**src/rtl/west_feeder_pkg.sv**
```systemverilog
// Shared definitions for the west-edge feeder of the MAC array:
// per-row instruction encodings, controller states and the mode-to-instruction mapping.
package west_feeder_pkg;

   localparam logic [1:0] INST_IDLE = 2'b00;
   localparam logic [1:0] INST_LOAD = 2'b01;
   localparam logic [1:0] INST_EXEC = 2'b10;

   typedef enum logic [1:0] {
      S_IDLE  = 2'd0,
      S_RUN   = 2'd1,
      S_DRAIN = 2'd2
   } state_t;

   // Burst mode 0 loads kernels, mode 1 executes.
   function automatic logic [1:0] mode_inst(input logic mode);
      return mode ? INST_EXEC : INST_LOAD;
   endfunction

endpackage

```
**src/rtl/west_feeder_if.sv**
```systemverilog
// Bus bundle between the buffer/command side and the feeder, plus the
// per-row outputs that go to the west edge of the MAC array.
interface west_feeder_if #(
   parameter int bw     = 4,
   parameter int row    = 8,
   parameter int len_bw = 8
);
   logic                wr;
   logic [row*bw-1:0]   in;
   logic                full;
   logic                empty;
   logic                wr_drop;
   logic                cmd_valid;
   logic                cmd_mode;
   logic [len_bw-1:0]   cmd_len;
   logic                cmd_ready;
   logic [row*bw-1:0]   out_w;
   logic [row*2-1:0]    inst_w;
   logic                busy;
   logic                done;

   modport master (
      output wr, in, cmd_valid, cmd_mode, cmd_len,
      input  full, empty, wr_drop, cmd_ready, out_w, inst_w, busy, done
   );

   modport slave (
      input  wr, in, cmd_valid, cmd_mode, cmd_len,
      output full, empty, wr_drop, cmd_ready, out_w, inst_w, busy, done
   );
endinterface

```
**src/rtl/west_feeder_skew_line.sv**
```systemverilog
// Fixed-latency delay line: an instruction+element lane delayed by depth cycles.
// Every stage clears on reset so bubbles (all zero) flush out immediately.
module skew_line #(
   parameter int width = 6,
   parameter int depth = 1
) (
   input  logic             clk,
   input  logic             reset,
   input  logic [width-1:0] d,
   output logic [width-1:0] q
);

   logic [width-1:0] stage [depth];

   // Shift the lane one stage per cycle.
   always_ff @(posedge clk or posedge reset) begin
      if (reset) begin
         for (int i = 0; i < depth; i++) stage[i] <= '0;
      end else begin
         stage[0] <= d;
         for (int i = 1; i < depth; i++) stage[i] <= stage[i-1];
      end
   end

   assign q = stage[depth-1];

endmodule

```
**src/rtl/west_feeder.sv**
```systemverilog
// Row-side transmitter: buffers row-vectors, issues bursts under command,
// and skews the issued stream so row r lags row 0 by r cycles.
module west_feeder
   import west_feeder_pkg::*;
#(
   parameter int bw     = 4,
   parameter int row    = 8,
   parameter int depth  = 64,
   parameter int len_bw = 8
) (
   input  logic         clk,
   input  logic         reset,
   west_feeder_if.slave bus
);

   localparam int ptr_bw = $clog2(depth);
   localparam int cnt_bw = ptr_bw + 1;
   localparam int dc_bw  = (row > 2) ? $clog2(row - 1) : 1;
   localparam logic [dc_bw-1:0] drain_last = dc_bw'((row > 1) ? row - 2 : 0);

   logic [row*bw-1:0] mem [depth];
   logic [ptr_bw-1:0] wr_ptr, rd_ptr;
   logic [cnt_bw-1:0] count;
   logic              drop_q;
   logic              push, pop;

   state_t            state;
   logic              mode_q;
   logic [len_bw-1:0] len_q, issued;
   logic [dc_bw-1:0]  drain_cnt;
   logic              done_q;

   logic [row*bw-1:0] issue_data;
   logic [1:0]        issue_inst;

   assign bus.full  = (count == cnt_bw'(depth));
   assign bus.empty = (count == '0);
   assign push      = bus.wr && !bus.full;
   assign pop       = (state == S_RUN) && !bus.empty;

   // Buffer storage write port.
   // NOTE: the data array is deliberately not reset; clearing pointers and count makes old contents unreachable.
   // NOTE: sequential state is assigned with <= so every flop samples pre-edge values.
   always_ff @(posedge clk) begin
      if (push) mem[wr_ptr] <= bus.in;
   end

   // Pointers, occupancy and the sticky overflow flag.
   always_ff @(posedge clk or posedge reset) begin
      if (reset) begin
         wr_ptr <= '0;
         rd_ptr <= '0;
         count  <= '0;
         drop_q <= 1'b0;
      end else begin
         if (push) wr_ptr <= wr_ptr + ptr_bw'(1);
         if (pop)  rd_ptr <= rd_ptr + ptr_bw'(1);
         case ({push, pop})
            2'b10:   count <= count + cnt_bw'(1);
            2'b01:   count <= count - cnt_bw'(1);
            default: count <= count;
         endcase
         if (bus.wr && bus.full) drop_q <= 1'b1;
      end
   end

   // Select what enters the skew lines this cycle: popped vector or a bubble.
   // NOTE: defaults are assigned first so no path leaves an output unassigned (no latch).
   always_comb begin
      issue_data = '0;
      issue_inst = INST_IDLE;
      if (pop) begin
         issue_data = mem[rd_ptr];
         issue_inst = mode_inst(mode_q);
      end
   end

   // Burst controller: accept a command, issue len vectors, then flush the skew.
   always_ff @(posedge clk or posedge reset) begin
      if (reset) begin
         state     <= S_IDLE;
         mode_q    <= 1'b0;
         len_q     <= '0;
         issued    <= '0;
         drain_cnt <= '0;
         done_q    <= 1'b0;
      end else begin
         done_q <= 1'b0;
         case (state)
            S_IDLE: begin
               if (bus.cmd_valid) begin
                  mode_q    <= bus.cmd_mode;
                  len_q     <= bus.cmd_len;
                  issued    <= '0;
                  drain_cnt <= '0;
                  state     <= (bus.cmd_len != '0) ? S_RUN : S_DRAIN;
               end
            end
            S_RUN: begin
               if (pop) begin
                  issued <= issued + len_bw'(1);
                  if (issued + len_bw'(1) == len_q) begin
                     state     <= S_DRAIN;
                     drain_cnt <= '0;
                  end
               end
            end
            S_DRAIN: begin
               if (drain_cnt == drain_last) begin
                  state  <= S_IDLE;
                  done_q <= 1'b1;
               end else begin
                  drain_cnt <= drain_cnt + dc_bw'(1);
               end
            end
            default: state <= S_IDLE;
         endcase
      end
   end

   assign bus.cmd_ready = (state == S_IDLE);
   assign bus.busy      = (state != S_IDLE);
   assign bus.done      = done_q;
   assign bus.wr_drop   = drop_q;

   // Row r gets r+1 register stages; instruction and element travel together.
   for (genvar r = 0; r < row; r++) begin : g_row
      logic [bw+1:0] lane_q;
      skew_line #(.width(bw + 2), .depth(r + 1)) u_skew (
         .clk   (clk),
         .reset (reset),
         .d     ({issue_inst, issue_data[r*bw +: bw]}),
         .q     (lane_q)
      );
      assign bus.out_w[r*bw +: bw] = lane_q[bw-1:0];
      assign bus.inst_w[2*r +: 2]  = lane_q[bw+1:bw];
   end

endmodule

```
**src/flat_wrapper.sv**
```systemverilog
// flat-port wrapper written by rule: the top's interface ports become plain ports
module west_feeder_flat import west_feeder_pkg::*;
#(
   parameter int bw     = 4,
   parameter int row    = 8,
   parameter int depth  = 64,
   parameter int len_bw = 8
)
  (clk, reset, bus_wr, bus_in, bus_cmd_valid, bus_cmd_mode, bus_cmd_len, bus_full, bus_empty, bus_wr_drop, bus_cmd_ready, bus_out_w, bus_inst_w, bus_busy, bus_done);
  west_feeder_if #(.bw(bw), .row(row), .len_bw(len_bw)) bus_i ();
  input  logic clk;
  input  logic reset;
  input wire logic [$bits(bus_i.wr)-1:0] bus_wr;
  input wire logic [$bits(bus_i.in)-1:0] bus_in;
  input wire logic [$bits(bus_i.cmd_valid)-1:0] bus_cmd_valid;
  input wire logic [$bits(bus_i.cmd_mode)-1:0] bus_cmd_mode;
  input wire logic [$bits(bus_i.cmd_len)-1:0] bus_cmd_len;
  output wire logic [$bits(bus_i.full)-1:0] bus_full;
  output wire logic [$bits(bus_i.empty)-1:0] bus_empty;
  output wire logic [$bits(bus_i.wr_drop)-1:0] bus_wr_drop;
  output wire logic [$bits(bus_i.cmd_ready)-1:0] bus_cmd_ready;
  output wire logic [$bits(bus_i.out_w)-1:0] bus_out_w;
  output wire logic [$bits(bus_i.inst_w)-1:0] bus_inst_w;
  output wire logic [$bits(bus_i.busy)-1:0] bus_busy;
  output wire logic [$bits(bus_i.done)-1:0] bus_done;
  assign bus_i.wr = bus_wr;
  assign bus_i.in = bus_in;
  assign bus_i.cmd_valid = bus_cmd_valid;
  assign bus_i.cmd_mode = bus_cmd_mode;
  assign bus_i.cmd_len = bus_cmd_len;
  assign bus_full = bus_i.full;
  assign bus_empty = bus_i.empty;
  assign bus_wr_drop = bus_i.wr_drop;
  assign bus_cmd_ready = bus_i.cmd_ready;
  assign bus_out_w = bus_i.out_w;
  assign bus_inst_w = bus_i.inst_w;
  assign bus_busy = bus_i.busy;
  assign bus_done = bus_i.done;
  west_feeder #(.bw(bw), .row(row), .depth(depth), .len_bw(len_bw)) u_core (.clk(clk), .reset(reset), .bus(bus_i));
endmodule
```
**config.mk**
```make
export PLATFORM = sky130hd
export DESIGN_NAME = west_feeder_flat
export DESIGN_NICKNAME = d
export VERILOG_FILES = /design/src/rtl/west_feeder_pkg.sv /design/src/rtl/west_feeder_if.sv /design/src/rtl/west_feeder_skew_line.sv /design/src/rtl/west_feeder.sv /design/src/flat_wrapper.sv
export SDC_FILE = /design/constraint.sdc
export NUM_CORES = 2
export LEC_CHECK = 0
export CAP_MARGIN = 20
export CORE_MARGIN = 8
export CORE_UTILIZATION = 30
export CTS_CLUSTER_SIZE = 30
export DETAILED_ROUTE_END_ITERATION = 16
export GPL_ROUTABILITY_DRIVEN = 1
export PLACE_DENSITY = 0.48
export SYNTH_ARGS = -nofsm -noshare
export SYNTH_HDL_FRONTEND = slang
export SYNTH_SLANG_ARGS = --single-unit
```
**constraint.sdc**
```tcl
create_clock -name clk -period 8.6 [get_ports clk]
set_clock_uncertainty 0.05 [all_clocks]
set_input_delay 1.72 -clock clk [delete_from_list [all_inputs] [get_ports clk]]
set_output_delay 1.72 -clock clk [all_outputs]
set_load 0.01 [all_outputs]
```
==> results.md <==
Clock network:
- After clock tree synthesis, the clock-pin slew on the worst setup and hold paths is 60 ps.
- Buffers added to address setup during post-CTS repair amount to 0.
- The H-tree depth is 4.
- The clock tree from TritonCTS is built.
- The cell sitting at the root of the clock tree is a sky130_fd_sc_hd__clkbuf_16.
- The hold buffer count at CTS is 0.
- The clock sink count is 2251.
- Counting along the longest clock path gives a buffer depth of 4.
- TritonCTS created 232 clock buffers.
- The clock latency at the later pin of the worst-skew pair is 880 ps.
- After clock tree synthesis, the repair step resized 0 gates.

Yosys:
- The most repeated cell in the gate-level netlist after synthesis is sky130_fd_sc_hd__edfxtp_1.
- The number of distinct standard cells referenced by the synthesized netlist is 58.
- The post-synthesis share of cell area spent on xor and xnor gates is 0.003262.
- By area the synthesized netlist is led by sky130_fd_sc_hd__edfxtp_1, sky130_fd_sc_hd__mux4_2, sky130_fd_sc_hd__dfrtp_1.
- The synthesized design contains 2251 register bits.
- By count the netlist is led by sky130_fd_sc_hd__edfxtp_1, sky130_fd_sc_hd__mux4_2, sky130_fd_sc_hd__dfrtp_1.
- After synthesis, the largest family of logic cells by area is multiplexers.
- The number of nets in the synthesized netlist is 3906.
- The sequential-to-total area share from yosys stat is 0.7855.
- The mean instance size in the synthesized netlist is 22.00 um2.
- The fraction of the mapped netlist area in compound gates is 0.03042.
- For this run, the number of Yosys warnings is 0.
- The number of instances in the synthesized netlist is 3853.
- The synthesized design contains 2048 enable-type register cells.
- The area share of and/or/nand/nor cells after synthesis is 0.01367.
- Of all cell types, the one taking the most synthesized area is sky130_fd_sc_hd__edfxtp_1.
- The portion of synthesized cell area occupied by the leading cell type is 0.7255.
- The combined area of all synthesized cells is 84760 um2.
- The fraction of the mapped netlist area in adder cells is 0.001181.
- After synthesis, the share of cell area in mux cells is 0.1491.
- For this run, the leading register cell type out of synthesis is sky130_fd_sc_hd__edfxtp_1.
- Of all flip-flops after synthesis, the portion carrying an async set or reset was 0.09018.

Flow run:
- The max-capacitance violation count is 0.

Power and ir drop:
- The sequential fraction of design power is 0.403.
- Dividing total power by cell area gives a power density of 334.7 nW/um2.
- The share of total power dissipated in combinational logic is 0.293.
- Of the total power, the clock network draws 0.304.
- The total net switching power is 0.01072 W.
- The cell-internal power is 0.02235 W.
- In this run the static leakage power is 31.42 nW.
- The overall power is 0.03307 W.
- Of the total power, the share spent switching nets is 0.3242.
- Across the VDD grid, the largest voltage drop is 0.2157 mV.

Floorplanning:
- The floorplan has 195 rows.
- The die is 547.5 um wide.
- The placeable core area is 281600 um2.
- The floorplan step set the die height to 547.5 um.
- The die covers 299800 um2.
- The effective utilization at floorplan is 0.3010.
- For this design the top-level I/O count stands at 99.

Setup path:
- The destination of the worst register-to-register timing path is u_core.g_row[6].u_skew.stage[37]$_DFF_PP0_.
- The worst setup path is captured at a register.
- The worst setup path is launched from a register.
- Of all nets on the critical path, the largest fanout is 40.
- The source of the critical timing path is u_core.rd_ptr[2]$_DFFE_PP0N_.
- The register-to-register path setup slack is 3550 ps.
- The setup path with the least slack is of type reg2reg.
- The data required time of the worst path is 9350 ps.
- The worst reg2reg path depth is 7.
- The startpoint identified for the worst register-to-register timing path is u_core.rd_ptr[2]$_DFFE_PP0N_.
- The arrival time of data at the critical path endpoint is 5790 ps.
- Following the worst setup path forward leads to its endpoint at u_core.g_row[6].u_skew.stage[37]$_DFF_PP0_.

Routing:
- The via density per instance is 5.015.
- The total number of vias is 40430.
- The detailed-router iteration count before antenna repair is 8.
- The DRC violations left is 0.
- The post-detailed-routing wire length is 238300 um.
- The mean routed wirelength per cell is 29.56 um.
- The iteration-0 DRC count of the detailed router is 4494.
- The residual antenna-violating net count after detailed routing is 0.

Cells and area:
- Summing all multi-input logic gate instances after layout gives 17340 um2.
- The area of all placed cells without fillers is 98820 um2.
- The area of all sequential standard cells is 66590 um2.
- Compared with the post-synthesis result, the final layout area differs by 16.58%.
- The ratio of cells with drive above 1 in the final layout is 0.2571.
- For this run, the post-layout net count is 4174.
- The filler cells instantiated in the layout total 26160.

Timing:
- Counting I/O delays and the setup requirement, the final critical path takes 5048 ps.
- Setup violations remaining at the end of the flow were counted as 0.
- The setup total negative slack is 0 ps.
- The highest attainable clock frequency is 198.1 MHz.
- The actual transition at the worst max-transition pin is 1217 ps.
- The count of pins over their slew limit is 0.
- The worst slew margin relative to its limit is 0.1675.
- The count of final hold-check violations is 0.
- Setup repair after global routing left no endpoint under its margin.
- The portion of the clock cycle consumed by the worst path in the final layout is 0.5870.

Worst hold path:
- The kind of path behind the tightest hold check is reg2reg.
- The startpoint of the most critical hold path is u_core.g_row[7].u_skew.stage[8]$_DFF_PP0_.

GRT:
- Entering global routing, the biggest net connects 116 pins.
- The number of antenna violations at the first check in global routing is 26.
- The number of global-route vias before repair is 41100.
- The total overflow left after global routing is 0.
- Across every metal layer, demand over resource in global routing totals 0.1553.
- The global-route wire length before repair is 334000 um.

Place:
- The cell area after placement is 91050 um2.
- The detailed placer's ending HPWL is 138700 um.
- The last weighted congestion value of the routability-driven placer is 0.7844.
- The total of buffers placed on input and output ports is 98.

Outcome:
- The flow ran to the end, and the final reports show no timing, DRC or antenna violations.
-- layout by cell type (no fill, tap or decap), types with 31 or more instances in the layout --
cell                              synthesis  layout
sky130_fd_sc_hd__edfxtp_1              2048    2048
sky130_fd_sc_hd__mux4_2                 464     464
sky130_fd_sc_hd__clkbuf_16                0     235
sky130_fd_sc_hd__mux2i_1                198     198
sky130_fd_sc_hd__dfrtp_1                203     198
sky130_fd_sc_hd__buf_4                   89     155
sky130_fd_sc_hd__o22ai_1                 77      77
sky130_fd_sc_hd__nand2_1                 71      71
sky130_fd_sc_hd__clkdlybuf4s50_1          0      66
sky130_fd_sc_hd__nor2_4                   0      64
sky130_fd_sc_hd__a21oi_1                 60      60
sky130_fd_sc_hd__clkbuf_1                74      56
sky130_fd_sc_hd__clkinv_1                 1      46
sky130_fd_sc_hd__o21ai_0                 47      42
sky130_fd_sc_hd__nor2_1                 102      38
sky130_fd_sc_hd__clkinv_2                 0      31
-- logic make-up after synthesis --
group | count (synthesis)
AND/OR/NAND/NOR | 255
buffers and inverters | 258
flip-flops | 2251
adder cells (fa/ha/maj) | 8
AO/OA/AOI/OAI | 371
XOR/XNOR | 30
multiplexers | 680
-- state kept, by name, indices dropped and copies added (netlist names) --
name / cells
u_core.bus.done: 1
u_core.g_row.u_skew.q: 48
u_core.state: 2
u_core.g_row.u_skew.stage: 112
u_core.mode_q: 1
u_core.count: 7
u_core.mem: 2048
u_core.drain_cnt: 3
u_core.len_q: 8
u_core.bus.wr_drop: 1
u_core.issued: 8
u_core.rd_ptr: 6
u_core.wr_ptr: 6
-- power groups by stage --
stage	registers (W)	clock network (W)	logic (W)
after detailed placement	0.0136	0	0.00984
final	0.0133	0.0101	0.00968
after global routing	0.0134	0.0107	0.0102
after CTS	0.0133	0.0103	0.00987
after global placement	0.0136	0	0.00980
after floorplan	0.0132	0	0.00575
-- final cells by class --
class	instances	share of cell area
Sequential cell	2251	0.6739
Clock buffer	308	0.06401
Tap cell	3743	0.04739
Inverter	11	0.0004938
Clock inverter	115	0.01216
Timing Repair Buffer	281	0.02637
Antenna cell	8	0.0002026
Multi-Input combinational cell	1344	0.1755
-- metrics by stage --
step	hold WS, ps	utilization	setup WS (ps)	instances
after detailed placement	284.7	0.3234	3078	7620
after CTS	265.7	0.3501	3699	8043
final	274.8	0.3510	3552	8061
after floorplan	281.2	-	1291	3853
after global placement	281.3	0.3224	3052	7605
after global routing	288.6	0.3509	3550	8054
-- layer usage --
metal,share of wire,routed length [um],track usage,up-vias
met1,0.45,107300,0.2250,22180
met4,0.019,4523,0.02970,2
li1,-,-,-,16670
met3,0.060,14310,0.02665,283
met2,0.47,112200,0.2480,1297
met5,0.000038,9,0,-
-- how the worst min path moves through the flow --
stage / end / slack (ps) / depth (start not counted)
final: u_core.g_row[7].u_skew.q[2]$_DFF_PP0_ / 270 / 0
after detailed placement: u_core.g_row[4].u_skew.stage[7]$_DFF_PP0_ / 280 / 0
after global placement: u_core.g_row[5].u_skew.stage[7]$_DFF_PP0_ / 280 / 0
after floorplan: u_core.g_row[1].u_skew.q[0]$_DFF_PP0_ / 280 / 0
after CTS: u_core.g_row[7].u_skew.q[2]$_DFF_PP0_ / 270 / 0
after global routing: u_core.g_row[6].u_skew.stage[25]$_DFF_PP0_ / 290 / 0
-- worst max-delay path, stage by stage (launching register included) --
cell	delay [ps]
sky130_fd_sc_hd__dfrtp_4	890
sky130_fd_sc_hd__and2_1	960
sky130_fd_sc_hd__nand2_1	840
sky130_fd_sc_hd__o22ai_1	500
sky130_fd_sc_hd__a2111oi_1	140
sky130_fd_sc_hd__a2111oi_0	1080
sky130_fd_sc_hd__buf_4	340
sky130_fd_sc_hd__a21o_1	110
Power figures use the tool's default switching activity.
